**src/rtl/mdio_link_ctrl.sv**
```systemverilog
// Clause-22 MDIO master: polls the PHY status register to configure the GMII<->RGMII converter,
// and serves one host read/write port. The host wins arbitration; a poll that comes due is latched as pending.
module mdio_link_ctrl #(
  parameter int         MDC_DIV     = 20,
  parameter logic [4:0] PHY_ADDR    = 5'd0,
  parameter int         POLL_CYCLES = 1000000,
  parameter logic [4:0] STAT_REG    = 5'd17,
  parameter int         SPD_MSB     = 15,
  parameter int         DPX_BIT     = 13,
  parameter int         LINK_BIT    = 10
) (
  input  logic        clk,
  input  logic        reset,
  output logic        mdc,
  output logic        mdio_o,
  output logic        mdio_t,
  input  logic        mdio_i,
  input  logic        host_req,
  input  logic        host_we,
  input  logic [4:0]  host_reg,
  input  logic [15:0] host_wdata,
  output logic        host_ack,
  output logic [15:0] host_rdata,
  output logic        busy,
  output logic [1:0]  speed_selection,
  output logic        duplex_mode,
  output logic        link_up,
  output logic        status_valid
);

  localparam int DW = $clog2(2 * MDC_DIV);
  localparam int TW = (POLL_CYCLES > 2) ? $clog2(POLL_CYCLES) : 1;
  localparam logic [DW-1:0] DIV_LAST = DW'(2 * MDC_DIV - 1);
  localparam logic [DW-1:0] DIV_PRE  = DW'(MDC_DIV - 1);
  localparam logic [DW-1:0] DIV_RISE = DW'(MDC_DIV);
  localparam logic [TW-1:0] TMR_LAST = TW'(POLL_CYCLES - 1);

  typedef enum logic [2:0] {S_IDLE, S_PREAMBLE, S_FRAME, S_TAIL, S_DONE} state_t;

  state_t          state_q;
  logic [DW-1:0]   div_q;
  logic [5:0]      bit_q;
  logic [15:0]     sr_q;
  logic            we_q;
  logic            host_txn_q;
  logic [4:0]      reg_q;
  logic [TW-1:0]   timer_q;
  logic            pend_q;

  logic            div_end;
  logic [DW-1:0]   div_d;
  logic            mdc_d;
  logic [5:0]      bit_d;
  logic [15:0]     hdr_d;
  logic [1:0]      spd_fld;

  assign div_end = (div_q == DIV_LAST);
  assign div_d   = div_end ? '0 : div_q + 1'b1;
  // mdc is high for the second half of the bit period, so it is set when the next divider value reaches MDC_DIV
  assign mdc_d   = (div_q >= DIV_PRE) && !div_end;
  assign bit_d   = bit_q + 6'd1;
  // ST, OP, PHYAD, REGAD and TA as they go on the wire, MSB first
  assign hdr_d   = {2'b01, (we_q ? 2'b01 : 2'b10), PHY_ADDR, reg_q, 2'b10};
  assign spd_fld = sr_q[SPD_MSB -: 2];

  always_ff @(posedge clk) begin
    if (reset) begin
      state_q         <= S_IDLE;
      div_q           <= '0;
      bit_q           <= '0;
      mdc             <= 1'b0;
      mdio_o          <= 1'b1;
      mdio_t          <= 1'b0;
      host_ack        <= 1'b0;
      host_rdata      <= '0;
      busy            <= 1'b0;
      speed_selection <= 2'b10;
      duplex_mode     <= 1'b1;
      link_up         <= 1'b0;
      status_valid    <= 1'b0;
      timer_q         <= '0;
      pend_q          <= 1'b1;
    end else begin
      host_ack <= 1'b0;
      case (state_q)
        S_IDLE: begin
          if (host_req || pend_q) begin
            state_q    <= S_PREAMBLE;
            busy       <= 1'b1;
            div_q      <= '0;
            bit_q      <= '0;
            mdc        <= 1'b0;
            mdio_o     <= 1'b1;
            mdio_t     <= 1'b1;
            host_txn_q <= host_req;
            we_q       <= host_req & host_we;
            reg_q      <= host_req ? host_reg : STAT_REG;
            sr_q       <= host_wdata;
            if (!host_req) pend_q <= 1'b0;
          end
        end
        S_PREAMBLE, S_FRAME, S_TAIL: begin
          div_q <= div_d;
          mdc   <= mdc_d;
          if (!we_q && state_q == S_FRAME && bit_q >= 6'd48 && div_q == DIV_RISE)
            sr_q <= {sr_q[14:0], mdio_i};
          if (div_end) begin
            bit_q <= bit_d;
            if (state_q == S_TAIL) begin
              state_q <= S_DONE;
              if (host_txn_q) begin
                host_ack <= 1'b1;
                if (!we_q) host_rdata <= sr_q;
              end else begin
                status_valid <= 1'b1;
                link_up      <= sr_q[LINK_BIT];
                if (sr_q[LINK_BIT] && spd_fld != 2'b11) begin
                  speed_selection <= spd_fld;
                  duplex_mode     <= sr_q[DPX_BIT];
                end
              end
            end else if (bit_q == 6'd63) begin
              state_q <= S_TAIL;
              mdio_t  <= 1'b0;
              mdio_o  <= 1'b1;
            end else if (bit_d < 6'd32) begin
              mdio_o <= 1'b1;
            end else if (bit_d < 6'd48) begin
              state_q <= S_FRAME;
              mdio_o  <= hdr_d[4'd15 - bit_d[3:0]];
              mdio_t  <= we_q || (bit_d < 6'd46);
            end else if (we_q) begin
              mdio_o <= sr_q[15];
              sr_q   <= {sr_q[14:0], 1'b0};
            end else begin
              mdio_o <= 1'b1;
            end
          end
        end
        S_DONE: begin
          state_q <= S_IDLE;
          busy    <= 1'b0;
        end
        default: state_q <= S_IDLE;
      endcase
      // Expiry after the start-of-poll clear so a same-cycle expiry is not lost
      if (timer_q == TMR_LAST) begin
        timer_q <= '0;
        pend_q  <= 1'b1;
      end else begin
        timer_q <= timer_q + 1'b1;
      end
    end
  end

endmodule

```
**config.mk**
```make
export PLATFORM = sky130hd
export DESIGN_NAME = mdio_link_ctrl
export DESIGN_NICKNAME = d
export VERILOG_FILES = /design/src/rtl/mdio_link_ctrl.sv
export SDC_FILE = /design/constraint.sdc
export NUM_CORES = 1
export LEC_CHECK = 0
export ABC_AREA = 0
export CELL_PAD_IN_SITES_DETAIL_PLACEMENT = 0
export CELL_PAD_IN_SITES_GLOBAL_PLACEMENT = 1
export CORE_UTILIZATION = 43
export CTS_CLUSTER_SIZE = 28
export DETAILED_ROUTE_END_ITERATION = 10
export PLACE_DENSITY_LB_ADDON = 0.1
export SLEW_MARGIN = 20
export SYNTH_ARGS = -nofsm -noshare
export SYNTH_HDL_FRONTEND = slang
export SYNTH_SLANG_ARGS = --single-unit
```
**constraint.sdc**
```tcl
create_clock -name clk -period 2.8 [get_ports clk]
set_input_delay 0.84 -clock clk [delete_from_list [all_inputs] [get_ports clk]]
set_output_delay 0.84 -clock clk [all_outputs]
set_load 0.005 [all_outputs]
```
==> results of run 1 <==
==> sequential cells by signal, summed over array words and instances (netlist names), 2 cells and up <==
name	count
state_q	3
sr_q	16
timer_q	20
speed_selection	2
host_rdata	16
div_q	6
bit_q	6
reg_q	5
==> how the worst max path moves through the flow <==
stage / start / to / slack (ns)
final: div_q[0] / sr_q[7] / 0.36
after CTS: bit_q[0] / sr_q[14] / 0.15
after global placement: bit_q[0] / sr_q[14] / 0.25
after detailed placement: bit_q[0] / sr_q[12] / 0.12
after global routing: bit_q[0] / sr_q[7] / 0.13
after floorplan: reset / sr_q[0] / 0.47
==> layer usage <==
layer	GRT usage (%)	vias up	routed length (µm)
met5	0	-	0
met4	7.03	0	155
met3	3.69	12	364
met2	32.2	76	4690
met1	27.6	1754	4940
li1	-	1844	-
==> kinds of logic after synthesis <==
kind of cell	Yosys count	synth area share [%]
DFF	85	44.5
adders and majority gates	4	1.15
xor gates and xnor gates	19	3.84
and+or+nand+nor	214	25.2
buffers and inverters	45	4.93
muxes	20	4.64
AOI/OAI and AO/OA	99	15.7
==> synthesized netlist by cell type (all sizes together), types with 2 or more instances <==
master / number / share of area [%]
nor2: 73 / 6.3
dfxtp: 62 / 29
nand2: 38 / 3.3
a21oi: 27 / 3.1
edfxtp: 23 / 16
clkbuf: 19 / 1.6
mux2i: 19 / 4.4
nand3: 19 / 2.5
nor3: 19 / 2.2
o21ai: 17 / 2.0
buf: 15 / 2.3
o221ai: 14 / 2.8
a211oi: 11 / 1.9
inv: 11 / 0.95
nand2b: 11 / 1.6
xor2: 11 / 2.2
and3: 9 / 1.3
xnor2: 8 / 1.6
and2: 7 / 1.0
nand4: 6 / 0.87
nor4: 6 / 1.2
o32ai: 6 / 1.2
ha: 4 / 1.2
nand3b: 4 / 0.69
nand4b: 4 / 0.81
or2: 4 / 0.58
a31oi: 3 / 0.43
a41oi: 3 / 0.61
o31a: 3 / 0.61
a21o: 2 / 0.35
a22oi: 2 / 0.35
nor3b: 2 / 0.35
nor4b: 2 / 0.40
nor4bb: 2 / 0.61
o21ba: 2 / 0.61
or3: 2 / 0.29
==> cell type report <==
class | count | area, µm² | share of cell area [%]
Inverter | 11 | 41.3 | 0.800
Clock buffer | 11 | 153 | 2.96
Tap cell | 133 | 166 | 3.22
Clock inverter | 5 | 37.5 | 0.727
Multi-Input combinational cell | 356 | 2190 | 42.5
Sequential cell | 85 | 1930 | 37.4
Timing Repair Buffer | 68 | 638 | 12.4
==> power breakdown <==
| group | leakage [nW] | switching [W] | internal [W] |
|---|---|---|---|
| Sequential | 0.727 | 0.0000431 | 0.00131 |
| Clock | 0.102 | 0.000473 | 0.000386 |
| Combinational | 0.943 | 0.0000895 | 0.0000917 |
==> worst reg2reg max path, cell delays in order, from the launching register on <==
cell      delay, ns
dfxtp_1        0.33
inv_1          0.09
ha_1           0.17
nor4b_1        0.23
nand3_1        0.33
nand2b_1       0.59
o221ai_1       0.24
a211oi_1       0.28
==> through the flow <==
stage | setup WS (ns) | power, W
CTS | 0.147 | 0.00241
detailed placement | 0.120 | 0.00156
global placement | 0.248 | 0.00156
global route | 0.127 | 0.00248
finish | 0.357 | 0.00239
floorplan | 0.474 | 0.00147
==> repair_timing <==
action                                  4_1_cts  5_1_grt
endpoints found under the setup margin        0        1
gates resized for setup                       0        1
endpoints found under the hold margin         0        0
==> results.md, run 1 <==
- Cell area power density: about 460 nW/µm²
- CP Cell Sequence: inv_1 -> ha_1 -> nor4b_1 -> nand3_1 -> nand2b_1 -> o221ai_1 -> a211oi_1
- CTS tree: built
- Hold buffer count at CTS: 0
- Tmin final: ~2.4 ns
- Slew Limit Headroom: approximately 53%
- Worst R2R Start: div_q[0]
- Non-filler cells, final: 669
- Flops & latches, synth: 85
- Top_reg_cell synth: dfxtp_1
- Design Area, Final: 5160 µm²
- Slowest-stage cell, CP: nand2b_1
- Final core utilization: 52.8%
- P_leak: 1.77 nW
- Worst hold slack: 0.448 ns
- FP Rows: 36
- DR vias: around 3.7k
- Die ar.: 10500 µm²
- Max Root-Sink Buffers: 2
- Layout cells sized above 1: under 10%
- Post-Syn Instances: 486
- Setup TNS Final: 0 ns
- Buffers plus inverters on the worst setup path: 1
- Hold Path Stages: 1
- Fin. Hold Viols: 0
- Die X: between 100 and 150 µm
- I/O Buffers: between 50 and 60
- Vias in the first global route: roughly 3.4k
- Core ar.: 9770 µm²
- Clk Latency, worst-skew pair: about 0.36 ns
- Gr usage total: around 20%
- Worst-path maximum fanout: 16
- Synthesized Nets: roughly 520
- DPL Wire Length: roughly 7000 µm
- Gr ovfl total: 0
- Placed Cells: 652
- Yosys cell types: 59
- Register area share after synthesis: 44.5%
- Levels on crit path: 7
- Asr flop ratio synth: 0%
- Vias per std cell: approximately 5.5
- Number of H-tree levels: 3
- Arrival @ worst endpoint: 2.63 ns
- Layout fillers: between 900 and 1k
- R2r setup slk: about 0.36 ns
- Hold_sp: timer_q[0]
- Diodes inserted: 0
- VDD IR max: roughly 0.29 mV
- Most frequent cells in the layout: nor2_1 (73), dfxtp_1 (62), clkdlybuf4s50_1 (51), nand2_1 (38), a21oi_1 (27)
- Synth-to-layout area growth: 19.0%
- Worst endpoint required time: approximately 3 ns
- Finish-stage setup viols: 0
- Drt total wl: around 10000 µm
- CP startpoint kind: flip-flop
- Drt drc: 0
- Cell Area, Placed: 4960 µm²
- Commonest non-fill, non-tap cell in the layout: nor2_1
- Initial DRC count: about 200
- Unrepaired setup endpoints after global routing: false
- Avg WL per Cell: around 15 µm
- Largest net degree at the start of global routing: 37
- Fmax: a little over 400 MHz
- Yosys warnings: 0
- Delay-heaviest family, CP: simple AND/OR/NAND/NOR gates
- CTS Buf Count: 9
- Tightest Hold Check Type: reg -> reg
- Reg2reg path depth: 7
- CTS clk-pin slew, worst paths: ~0.090 ns
- Initial Util: between 40% and 50%
- RD Place Congestion: 0.845
- R2R Path End: sr_q[7]
- Tcrit/Tclk final: approximately 87%
- Die height: 102 µm
- Num ports: between 50 and 60
- Setup bufs post-CTS: 0
- Worst-Margin Slew: around 0.70 ns
- Syn_area_per_cell: roughly 8.9 µm²
- Post-synth EDFFs: 23
- Clock skew: 0.0120 ns
- Antenna-violating nets left: 0
- Final net count: between 500 and 600
- Final Max Slew Viols: 0
- Worst hold endpoint: timer_q[0]
- CP max stage delay: ~0.6 ns
- Mapped cell area: around 4300 µm²
- Status: finished, final reports clean
- TritonRoute pass-1 iters: 4
- Setup crit end kind: flip-flop
- Max Cap Viol: 0
- Wire length of the first global-routing pass: roughly 16000 µm
- CP Class: reg -> reg
- Initial antenna violation count: 0
- CTS Root Cell: clkbuf_8
- Clock sink count: 85
Power figures use the tool's default switching activity.
==> run 2: changes to the inputs <==
GPL_ROUTABILITY_DRIVEN = 1   (was not set)
==> results of run 2 <==
Final layout, timing and power as in run 1 (identical DEF).
